**src/rtl/mem_wb_pipe_reg.sv**
```systemverilog
// MEM->WB writeback register with FANOUT identical copies, retired-write history, forwarding lookup and retire counter.
// One-cycle latency from MEM to the copies. Hold freezes all state, Bubb inserts a null writeback.
`ifndef MEM_WB_STALL_DEFS
`define MEM_WB_STALL_DEFS
`define StallBus 1:0
`define Pass 2'b00
`define Hold 2'b01
`define Bubb 2'b10
`endif

module mem_wb_pipe_reg #(
  parameter int ADDR_W     = 5,
  parameter int DATA_W     = 32,
  parameter int FANOUT     = 2,
  parameter int HIST_DEPTH = 4,
  parameter int CNT_W      = 32
) (
  input  logic                             clk,
  input  logic                             rst,
  input  logic [`StallBus]                 stall,
  input  logic [ADDR_W-1:0]                rd_addr_i,
  input  logic                             rd_write_i,
  input  logic [DATA_W-1:0]                rd_data_i,
  input  logic                             hist_clr_i,
  input  logic [ADDR_W-1:0]                fwd_addr_i,
  output logic [FANOUT*ADDR_W-1:0]         rd_addr_o,
  output logic [FANOUT-1:0]                rd_write_o,
  output logic [FANOUT*DATA_W-1:0]         rd_data_o,
  output logic                             fwd_hit_o,
  output logic [DATA_W-1:0]                fwd_data_o,
  output logic [$clog2(HIST_DEPTH):0]      hist_cnt_o,
  output logic [CNT_W-1:0]                 retire_cnt_o
);

  localparam int PTR_W = $clog2(HIST_DEPTH);
  localparam int HC_W  = PTR_W + 1;

  typedef struct packed {
    logic              vld;
    logic [ADDR_W-1:0] addr;
    logic [DATA_W-1:0] dat;
  } hist_t;

  hist_t             hist [HIST_DEPTH];
  logic [PTR_W-1:0]  wptr;
  logic [HC_W-1:0]   hist_cnt;
  logic [CNT_W-1:0]  retire_cnt;
  logic [ADDR_W-1:0] wb_addr;
  logic              wb_we;
  logic [DATA_W-1:0] wb_dat;
  logic              eff_we;
  logic              push;
  logic [PTR_W-1:0]  idx;

  assign eff_we = rd_write_i && (rd_addr_i != '0);
  assign push   = (stall == `Pass) && eff_we;

  always_ff @(posedge clk) begin
    if (rst) begin
      wb_addr    <= '0;
      wb_we      <= 1'b0;
      wb_dat     <= '0;
      wptr       <= '0;
      hist_cnt   <= '0;
      retire_cnt <= '0;
      for (int i = 0; i < HIST_DEPTH; i++) hist[i].vld <= 1'b0;
    end else begin
      case (stall)
        `Pass: begin
          wb_addr <= rd_addr_i;
          wb_we   <= eff_we;
          wb_dat  <= rd_data_i;
        end
        `Bubb: begin
          wb_addr <= '0;
          wb_we   <= 1'b0;
          wb_dat  <= '0;
        end
        default: ;
      endcase

      if (push) retire_cnt <= retire_cnt + 1'b1;

      // A clear wins over a same-cycle push; the retire count still advances.
      if (hist_clr_i) begin
        wptr     <= '0;
        hist_cnt <= '0;
        for (int i = 0; i < HIST_DEPTH; i++) hist[i].vld <= 1'b0;
      end else if (push) begin
        hist[wptr] <= '{vld: 1'b1, addr: rd_addr_i, dat: rd_data_i};
        wptr       <= wptr + 1'b1;
        if (hist_cnt != HC_W'(HIST_DEPTH)) hist_cnt <= hist_cnt + 1'b1;
      end
    end
  end

  // Walk oldest to youngest so the youngest match is the one left standing.
  always_comb begin
    fwd_hit_o  = 1'b0;
    fwd_data_o = '0;
    idx        = '0;
    for (int a = HIST_DEPTH; a >= 1; a--) begin
      idx = wptr - PTR_W'(a);
      if (hist[idx].vld && (hist[idx].addr == fwd_addr_i) && (fwd_addr_i != '0)) begin
        fwd_hit_o  = 1'b1;
        fwd_data_o = hist[idx].dat;
      end
    end
  end

  for (genvar k = 0; k < FANOUT; k++) begin : g_copy
    assign rd_addr_o[k*ADDR_W +: ADDR_W] = wb_addr;
    assign rd_data_o[k*DATA_W +: DATA_W] = wb_dat;
    assign rd_write_o[k]                 = wb_we;
  end

  assign hist_cnt_o   = hist_cnt;
  assign retire_cnt_o = retire_cnt;

endmodule

```
**config.mk**
```make
export PLATFORM = sky130hd
export DESIGN_NAME = mem_wb_pipe_reg
export DESIGN_NICKNAME = d
export VERILOG_FILES = /design/src/rtl/mem_wb_pipe_reg.sv
export SDC_FILE = /design/constraint.sdc
export NUM_CORES = 1
export LEC_CHECK = 0
export ABC_CLOCK_PERIOD_IN_PS = 5030
export CAP_MARGIN = 5
export CORE_MARGIN = 5
export CORE_UTILIZATION = 55
export CTS_CLUSTER_DIAMETER = 30
export DETAILED_ROUTE_END_ITERATION = 10
export GPL_TIMING_DRIVEN = 0
export PLACE_DENSITY = 0.92
export SLEW_MARGIN = 20
export SYNTH_ARGS = -nofsm -noshare
export SYNTH_HDL_FRONTEND = slang
export SYNTH_SLANG_ARGS = --single-unit
```
**constraint.sdc**
```tcl
create_clock -name clk -period 5.03 [get_ports clk]
set_input_delay 0.503 -clock clk [delete_from_list [all_inputs] [get_ports clk]]
set_output_delay 0.503 -clock clk [all_outputs]
set_load 0.01 [all_outputs]
```
==> impl_metrics.json <==
{
  "yosysSeqAreaShare_pct": 46.8,
  "grt_antenna_before_repair": 0,
  "synth-xor-area-share_pct": 3.44,
  "worst_pin_slew_ns": 1.06,
  "cp.arrival_ns": 4.50,
  "grt_overflow": 0,
  "via_per_inst": 6.94,
  "grt_usage_pct": 31.0,
  "yosysWarnings": 0,
  "synthMuxAreaShare_pct": 25.4,
  "synth_ff_type": "edfxtp_1",
  "status": "completed",
  "die_x_um": 164,
  "period_share_pct": 99.4,
  "hold_ws_ns": 0.521,
  "regArea_um2": 6070,
  "drive_above_1_share_pct": 28.0,
  "core_um2": 23300,
  "dpl.hpwl_um": 26000,
  "syn-num-nets": 1030,
  "placementRows": 56,
  "grt_max_degree": 24,
  "vias": 10800,
  "synth-seq-cells": 229,
  "cts_made_buffers": 35,
  "final_nets": 1267,
  "slew_viol_final": 0,
  "max_freq_mhz": 200,
  "hp-class": "reg2reg",
  "worstSetupPathType": "reg2out",
  "crit_path_end_kind": "output pin",
  "path_max_fanout": 10,
  "synthArstFlopShare_pct": 0,
  "multi_input_area_um2": 6240,
  "clk_latency_ns": 0.53,
  "ant_nets": 0,
  "max-slew-margin-rel_pct": 29.3,
  "crit_required_ns": 4.53,
  "cts_tree": "built",
  "layout_common_cells": "clkdlybuf4s50_1, edfxtp_1, mux4_2, nor2_1, dfxtp_1",
  "setup_tns_ns": 0,
  "final_cells": 1558,
  "fin_crit_ns": 5.00,
  "fp.dieArea_um2": 26700,
  "routed_wl_um": 42500,
  "clock_skew_ns": 0.0310,
  "maxCapViolations": 0,
  "clkSinkCount": 229,
  "route.detailed.drc": 0,
  "routabilityCongestion": 0.870,
  "power_leakage_nw": 5.52,
  "antenna_cells": 0,
  "hold_viol_final": 0,
  "first_pass_iters": 8,
  "cts-htree-levels": 2,
  "num_io_pins": 192,
  "drt_iter0_drc": 1505,
  "synth-edff-count": 148,
  "clk_path_buf_depth": 3,
  "netlist_area_um2": 13000,
  "synthAdderAreaFrac_pct": 0.675,
  "finalPower_mw": 4.93,
  "synth-simple-area-share_pct": 9.47,
  "syn_inst": 975,
  "powerDensity_nw_per_um2": 295,
  "dp.cells": 1483,
  "avgSynthCellArea_um2": 13.3,
  "setup_viol": 0,
  "grt_pass1_vias": 11100,
  "grt_pass1_wl_um": 63700,
  "synth-compound-area-share_pct": 8.61,
  "vdd_drop_max_uv": 242,
  "yosysUniqueCellTypes": 51,
  "fillerInstances": 1306,
  "root_buffer": "clkbuf_16",
  "wl_per_cell_um": 27.3,
  "start_kind": "register",
  "mostFrequentLayoutCell": "clkdlybuf4s50_1",
  "initial_core_util_pct": 55.6,
  "die_h_um": 164,
  "path_clk_slew_ns": 0.07,
  "area_growth_pct": 29.1,
  "synth_top_family_by_area": "multiplexers",
  "io_buffers": 185
}
==> report_power, final <==
part	internal [mW]	leakage [nW]	total, mW	switching, mW
clock	1.62	0.604	2.58	0.965
combinational	0.154	2.92	0.315	0.161
sequential	2.02	1.99	2.03	0.0165
total	3.79	5.52	4.93	1.14
==> registers in the layout, summed over array words and instances (netlist names), named ones only <==
signal and cells:
hist_cnt_o 3, wb_we 1, wptr 2, wb_addr 5, hist 152, retire_cnt_o 32, wb_dat 32
==> worst paths after layout <==
check	startpoint	endpoint	slack (ns)	depth (start not counted)
setup reg to reg	wptr[1]	register	2.26	9
hold reg to reg	hist_cnt_o[1]	hist_cnt_o[1]	0.52	2
setup / recovery	wptr[1]	fwd_data_o[3]	0.03	13
hold / removal	hist_cnt_o[1]	hist_cnt_o[1]	0.52	2
==> per-stage QoR <==
step	util, %	worst slack (ns)	instance area (um2)
CTS	71.4	-0.0285	16700
global placement	65.2	-1.16	15200
floorplan	-	0.504	13000
global route	71.8	-0.0401	16700
finish	71.8	0.0278	16700
detailed placement	65.6	-1.25	15300
==> worst max-delay path, cell delays in order, from the launching register on <==
cell      delay, ns
dfxtp_1        0.44
clkbuf_4       0.30
inv_1          0.19
ha_4           0.34
buf_8          0.15
mux4_2         0.56
xor2_2         0.20
or4_4          0.59
nor2_8         0.18
buf_4          0.14
buf_12         0.13
a22oi_1        0.11
a211oi_2       0.42
buf_2          0.21
==> synthesized netlist by cell type (2+ instances only) <==
master	n	area [um2]
a211oi_2	27	338
mux4_2	115	2590
xor2_1	17	149
ha_1	7	87.6
buf_2	22	110
nor3_1	44	220
dfxtp_1	81	1620
buf_4	42	315
and2_1	4	25.0
a21o_1	4	30.0
or3_1	5	31.3
mux2_2	2	22.5
edfxtp_1	148	4440
nand4_1	7	43.8
mux2i_1	63	631
inv_1	10	37.5
nor2_1	80	300
a22oi_2	6	75.1
nand2_1	33	124
nand3_1	12	60.1
xnor2_1	34	298
nor4_1	7	43.8
buf_6	5	56.3
or4_1	2	15.0
a22oi_1	45	338
buf_1	5	18.8
and3_1	11	68.8
or2_2	2	12.5
and4_1	3	26.3
mux4_1	2	52.6
a211oi_1	22	165
clkbuf_1	45	169
o21ai_0	7	35.0
nor2b_1	31	194
a21oi_1	9	45.0
==> final cells by class <==
cell class / count / area share [%]
plain buffers: 118 / 4.52
multi-input cells: 616 / 37.3
clock inverters: 24 / 1.94
inverters: 10 / 0.247
well taps: 319 / 2.38
clock buffers: 40 / 5.53
repair buffers: 202 / 11.9
flip-flops and latches: 229 / 36.2
==> per-layer routing <==
layer	track usage, %	vias up	share of wire (%)
met5	0	-	0
met4	14.6	0	5.7
met3	10.1	238	14
met2	50.8	1120	47
met1	37.4	5188	33
li1	-	4270	-
==> logic make-up after synthesis <==
kind of cell,count (synthesis)
simple gates,246
flops,229
mux,182
compound gates,130
buf+inv,130
xor+xnor,51
fa+ha+maj,7
==> what timing repair did <==
| item | 4_1_cts | 5_1_grt |
|---|---|---|
| buffers inserted | 3 | 9 |
| resized for setup | 128 | 10 |
| endpoints found under the hold margin | 0 | 0 |
| hold buffers | 0 | 0 |
| pin swaps | 20 | 6 |
| setup endpoints to repair | 33 | 33 |
| cloned | 0 | 1 |
Note: power is estimated with default switching activity, not from simulation.
